`src/rtl/anc_pwm_output.sv`:
```
// Sample-to-PWM output stage for the ANC anti-noise path: quantise, buffer, play one sample per frame.
// Optional build macro ANC_PWM_DITHER_EN adds LFSR dither ahead of truncation.
module anc_pwm_output #(
  parameter int PWM_BITS   = 8,
  parameter int FIFO_DEPTH = 4,
  parameter int GAIN_SHIFT = 0
) (
  input  logic                          clk_in,
  input  logic                          rst_in,
  input  logic                          ready_in,
  input  logic [15:0]                   signal_in,
  input  logic                          mute_in,
  input  logic                          clear_flags_in,
  output logic                          pwm_out,
  output logic [$clog2(FIFO_DEPTH):0]   fifo_count_out,
  output logic                          underflow_out,
  output logic                          overflow_out
);

  localparam int AW = $clog2(FIFO_DEPTH);
  localparam int CW = AW + 1;
  localparam logic [PWM_BITS-1:0] MID     = {1'b1, {(PWM_BITS-1){1'b0}}};
  localparam logic [PWM_BITS-1:0] CNT_MAX = '1;
  localparam logic [0:0] ST_PRIME = 1'b0;
  localparam logic [0:0] ST_RUN   = 1'b1;

  logic signed [31:0]   shifted;
  logic signed [15:0]   sat_s;
  logic signed [15:0]   q_s;
  logic [PWM_BITS-1:0]  code;

  logic [PWM_BITS-1:0]  mem [FIFO_DEPTH];
  logic [AW-1:0]        wr_ptr;
  logic [AW-1:0]        rd_ptr;
  logic [CW-1:0]        count;
  logic [PWM_BITS-1:0]  pwm_cnt;
  logic [PWM_BITS-1:0]  cnt_next;
  logic [PWM_BITS-1:0]  duty;
  logic [PWM_BITS-1:0]  duty_next;
  logic [0:0]           state;
  logic [0:0]           state_next;
  logic                 boundary;
  logic                 full;
  logic                 pop;
  logic                 push_ok;
  logic                 uf_set;
  logic                 of_set;

  // 32-bit working width leaves headroom for any shift up to 7, so clamping sees the true value
  always_comb begin
    shifted = 32'(signed'(signal_in)) <<< GAIN_SHIFT;
    if (shifted > 32'sd32767)
      sat_s = 16'sh7FFF;
    else if (shifted < -32'sd32768)
      sat_s = -16'sh8000;
    else
      sat_s = shifted[15:0];
  end

`ifdef ANC_PWM_DITHER_EN
  localparam logic [15:0] DITH_MASK = 16'((32'd1 << (16 - PWM_BITS)) - 32'd1);
  logic [15:0]        lfsr;
  logic signed [16:0] dith_sum;

  // Dither only ever adds, so saturation is needed at the positive rail only
  always_comb begin
    dith_sum = $signed({sat_s[15], sat_s}) + $signed({1'b0, lfsr & DITH_MASK});
    q_s      = (dith_sum > 17'sd32767) ? 16'sh7FFF : dith_sum[15:0];
  end

  always_ff @(posedge clk_in or posedge rst_in) begin
    if (rst_in)
      lfsr <= 16'hACE1;
    else if (push_ok)
      lfsr <= {1'b0, lfsr[15:1]} ^ (lfsr[0] ? 16'hB400 : 16'h0000);
  end
`else
  assign q_s = sat_s;
`endif

  // Flipping the MSB of the truncated two's-complement value gives offset binary
  assign code = PWM_BITS'(q_s >>> (16 - PWM_BITS)) ^ MID;

  always_comb begin
    boundary   = (pwm_cnt == CNT_MAX);
    full       = (count == CW'(FIFO_DEPTH));
    cnt_next   = pwm_cnt + PWM_BITS'(1);
    pop        = 1'b0;
    uf_set     = 1'b0;
    duty_next  = duty;
    state_next = state;
    if (boundary) begin
      if (state == ST_PRIME) begin
        duty_next = MID;
        if (count >= CW'(FIFO_DEPTH / 2))
          state_next = ST_RUN;
      end else if (count != '0) begin
        pop       = 1'b1;
        duty_next = mute_in ? MID : mem[rd_ptr];
      end else begin
        duty_next  = MID;
        uf_set     = 1'b1;
        state_next = ST_PRIME;
      end
    end
    push_ok = ready_in && (!full || pop);
    of_set  = ready_in && full && !pop;
  end

  always_ff @(posedge clk_in or posedge rst_in) begin
    if (rst_in) begin
      pwm_cnt <= '0;
      duty    <= MID;
      state   <= ST_PRIME;
      pwm_out <= 1'b0;
    end else begin
      pwm_cnt <= cnt_next;
      duty    <= duty_next;
      state   <= state_next;
      pwm_out <= (cnt_next < duty_next);
    end
  end

  always_ff @(posedge clk_in) begin
    if (push_ok)
      mem[wr_ptr] <= code;
  end

  // Pointers wrap for free because the depth is a power of two
  always_ff @(posedge clk_in or posedge rst_in) begin
    if (rst_in) begin
      wr_ptr <= '0;
      rd_ptr <= '0;
      count  <= '0;
    end else begin
      if (push_ok)
        wr_ptr <= wr_ptr + AW'(1);
      if (pop)
        rd_ptr <= rd_ptr + AW'(1);
      count <= count + CW'(push_ok) - CW'(pop);
    end
  end

  always_ff @(posedge clk_in or posedge rst_in) begin
    if (rst_in) begin
      underflow_out <= 1'b0;
      overflow_out  <= 1'b0;
    end else begin
      underflow_out <= uf_set | (underflow_out & ~clear_flags_in);
      overflow_out  <= of_set | (overflow_out & ~clear_flags_in);
    end
  end

  assign fifo_count_out = count;

endmodule
```
`config.mk`:
```
export PLATFORM = sky130hd
export DESIGN_NAME = anc_pwm_output
export DESIGN_NICKNAME = d
export VERILOG_FILES = /design/src/rtl/anc_pwm_output.sv
export SDC_FILE = /design/constraint.sdc
export NUM_CORES = 1
export LEC_CHECK = 0
export BUFFER_PORTS_ARGS = -buffer_cell sky130_fd_sc_hd__buf_4
export CAP_MARGIN = 20
export CORE_ASPECT_RATIO = 0.8
export CORE_MARGIN = 5
export CORE_UTILIZATION = 40
export CTS_CLUSTER_DIAMETER = 40
export CTS_CLUSTER_SIZE = 16
export DETAILED_ROUTE_END_ITERATION = 10
export GPL_TIMING_DRIVEN = 0
export PLACE_DENSITY = 0.58
export SLEW_MARGIN = 10
export SYNTH_ARGS = -nofsm -noshare
export SYNTH_HDL_FRONTEND = slang
export SYNTH_SLANG_ARGS = --single-unit
```
`constraint.sdc`:
```
create_clock -name clk_in -period 2.4 [get_ports clk_in]
set_input_delay 0.12 -clock clk_in [delete_from_list [all_inputs] [get_ports clk_in]]
set_output_delay 0.12 -clock clk_in [all_outputs]
set_load 0.02 [all_outputs]
```
==> impl_metrics.env <==
export IMPL_io_buffers=11
export IMPL_syn_inst=177
export IMPL_die_y_um=82.5
export IMPL_synth_area_sq_mm=0.00263
export IMPL_synth_seq_area_share_pct=62.2
export IMPL_ir_worst_vdd_mv=0.400
export IMPL_async_flop_share_pct=45.8
export IMPL_hold_viol_final=0
export IMPL_rsz0062_at_grt="true"
export IMPL_cap_viol_max_count=0
export IMPL_yosysTopAreaCellShare_pct=36.5
export IMPL_setup_slack_ns=0.0511
export IMPL_antenna_found_initial=0
export IMPL_die_area_sq_mm=0.00831
export IMPL_firstDrtPassIters=4
export IMPL_hold_path_depth=1
export IMPL_worstHoldPathType="in2reg"
export IMPL_synth_edff_count=32
export IMPL_setup_viol=0
export IMPL_synth_most_common_cell="edfxtp_1"
export IMPL_clock_skew_ns=0.00689
export IMPL_dp_cells=272
export IMPL_synth_main_ff_cell="edfxtp_1"
export IMPL_synth_area_leader_cell="edfxtp_1"
export IMPL_slowest_delay_ns=0.40
export IMPL_wl_met3_um=146
export IMPL_cts_root_buf="clkbuf_8"
export IMPL_finalWirelength_mm=4.72
export IMPL_syn_nets=214
export IMPL_min_to="mem[3][3]$_DFFE_PP_"
export IMPL_grt_pass1_vias=1574
export IMPL_fmax_mhz=426
export IMPL_grt_start_max_net_pins=28
export IMPL_worst_slew_pin_slew_ns=0.590
export IMPL_grt_pass1_wl_mm=7.82
export IMPL_worstPathCellList="ha_4 > and4_4 > nand2_8 > or3_4 > o22ai_2 > ha_1 > a211o_1 > o22a_1 > o41ai_2"
export IMPL_num_vias=1502
export IMPL_cp_max_fo=5
export IMPL_grt_overflow=0
export IMPL_ff2ff_setup_slack_ns=0.05
export IMPL_highest_layer="met4"
export IMPL_grt_usage_pct=12.9
export IMPL_crit_path_end_kind="register"
export IMPL_clock_sinks=59
export IMPL_maxSlewViolCount=0
export IMPL_post_drt_wl_per_cell_um=15.6
export IMPL_wl_met2_mm=2.40
export IMPL_p_leak_nw=1.32
export IMPL_critPathSlowestCell="dfrtp_1"
export IMPL_yosys_top_cells_area="edfxtp_1, dfrtp_1, ha_1"
export IMPL_drc=0
export IMPL_yosys_warnings=0
export IMPL_power_density_mw_per_mm2=807
export IMPL_ys_types=40
export IMPL_nets=251
export IMPL_first_iter_violations=46
export IMPL_n_antenna_cell=0
export IMPL_syn_to_final_growth_pct=23.0
export IMPL_globalplace_congestion=0.745
export IMPL_layout_drive_gt1_share_pct=33.0
export IMPL_tns_ns=0
export IMPL_cts_buffers=9
export IMPL_status="completed"
export IMPL_fin_crit_sh_pct=97.9
export IMPL_dp_worst_setup_slack_ns=-0.323
export IMPL_via_per_inst=4.97
export IMPL_rows=26
export IMPL_period_minus_slack_ns=2.35
export IMPL_clk_latency_ns=0.33
export IMPL_crit_arrival_ns=2.58
export IMPL_finalNonFillerCells=302
export IMPL_crit_required_ns=2.63
export IMPL_io_pins=27
export IMPL_coreArea_sq_mm=0.00641
export IMPL_wl_met1_mm=2.12
export IMPL_max_slew_margin_rel_pct=60.6
export IMPL_die_w_um=101
export IMPL_place_hpwl_mm=3.28
export IMPL_initial_core_util_pct=41.1
export IMPL_clock_path_buffers=2
export IMPL_h_tree_depth=3
export IMPL_path_clk_slew_ns=0.06
export IMPL_rr_endpoint="pwm_out$_DFF_PP0_"
export IMPL_hold_start="signal_in[11]"
export IMPL_rr_startpoint="pwm_cnt[0]$_DFF_PP0_"
export IMPL_r2r_cells=9
export IMPL_setup_worst_path_start_class="register"
export IMPL_netlist_top_cells_count="edfxtp_1, dfrtp_1, inv_1"
export IMPL_crit_type="reg2reg"
export IMPL_tritoncts="built"
export IMPL_ys_seq_elements=59
export IMPL_final_antenna_net_count=0
export IMPL_syn_area_per_cell_sq_um=14.9
metal layers:
layer / vias up / track usage (%)
li1: 721 / -
met5: - / 0
met1: 759 / 15.4
met2: 16 / 21.2
met4: 0 / 5.25
met3: 6 / 4.79
worst max-delay path by stage:
stage | startpoint | to | cells past startpoint
6_report | pwm_cnt[0]$_DFF_PP0_ | pwm_out$_DFF_PP0_ | 9
5_1_grt | pwm_cnt[0]$_DFF_PP0_ | pwm_out$_DFF_PP0_ | 9
4_1_cts | pwm_cnt[1]$_DFF_PP0_ | pwm_out$_DFF_PP0_ | 9
3_5_place_dp | pwm_cnt[0]$_DFF_PP0_ | pwm_out$_DFF_PP0_ | 9
3_3_place_gp | pwm_cnt[0]$_DFF_PP0_ | pwm_out$_DFF_PP0_ | 9
2_1_floorplan | pwm_cnt[0]$_DFF_PP0_ | pwm_out$_DFF_PP0_ | 9
placed cells by master (no fill, tap or decap), types with 3 or more instances in the layout:
| master | n |
|---|---|
| edfxtp_1 | 32 |
| buf_4 | 25 |
| dfrtp_1 | 24 |
| inv_1 | 18 |
| ha_1 | 12 |
| clkbuf_8 | 9 |
| mux4_2 | 8 |
| xnor2_1 | 7 |
| clkbuf_1 | 7 |
| nand3_1 | 5 |
| nand2_1 | 5 |
| and2_1 | 4 |
| xor2_1 | 3 |
| a22oi_1 | 3 |
| nor2_1 | 3 |
sequential cells by signal (all words and copies together) (netlist names):
name and flops:
duty 8, fifo_count_out 3, mem 32, overflow_out 1, pwm_cnt 8, pwm_out 1, rd_ptr 2, state 1
underflow_out 1, wr_ptr 2
power by group:
group          switching, mW  total, mW  internal, mW
combinational          0.261      0.453         0.192
sequential            0.0864       1.33          1.25
clock                  0.362      0.825         0.463
layout make-up:
cell class | instances | area, sq um
well taps | 84 | 105
repair buffers | 28 | 223
fillers | 529 | 3170
flip-flops and latches | 59 | 1640
plain buffers | 8 | 41.3
multi-input cells | 89 | 973
clock buffers | 9 | 124
clock inverters | 6 | 57.6
inverters | 19 | 71.3
cells by family after synthesis:
group | count (synthesis) | synth area share (%)
flip-flops | 59 | 62.2
AND/OR/NAND/NOR | 30 | 7.37
buffers and inverters | 29 | 4.18
AO/OA/AOI/OAI | 24 | 7.70
adder cells (fa/ha/maj) | 16 | 7.89
XOR/XNOR | 10 | 3.33
multiplexers | 9 | 7.28
what timing repair did:
action,CTS,global route
setup buffers,9,5
gates cloned,0,0
hold buffers,1,1
endpoints found under the setup margin,3,3
gates resized for setup,8,13
pin swaps,4,12
hold endpoints to repair,2,13
stage by stage:
stage	power (mW)	hold slack, ns	cell area, sq um	utilization (%)
global route	2.76	0.0375	3240	50.5
CTS	2.64	0.0210	3120	48.7
finish	2.61	0.0401	3240	50.5
floorplan	1.63	0.172	2630	-
detailed placement	1.79	0.332	2820	44.0
global placement	1.75	0.319	2820	44.0
worst max-delay path, delay by kind of cell (launching register included):
| family | cells | cell delay, ns |
|---|---|---|
| adder cells (fa/ha/maj) | 2 | 0.44 |
| AO/OA/AOI/OAI | 4 | 0.70 |
| flip-flops | 1 | 0.40 |
| AND/OR/NAND/NOR | 3 | 0.72 |
Power figures use the tool's default switching activity.
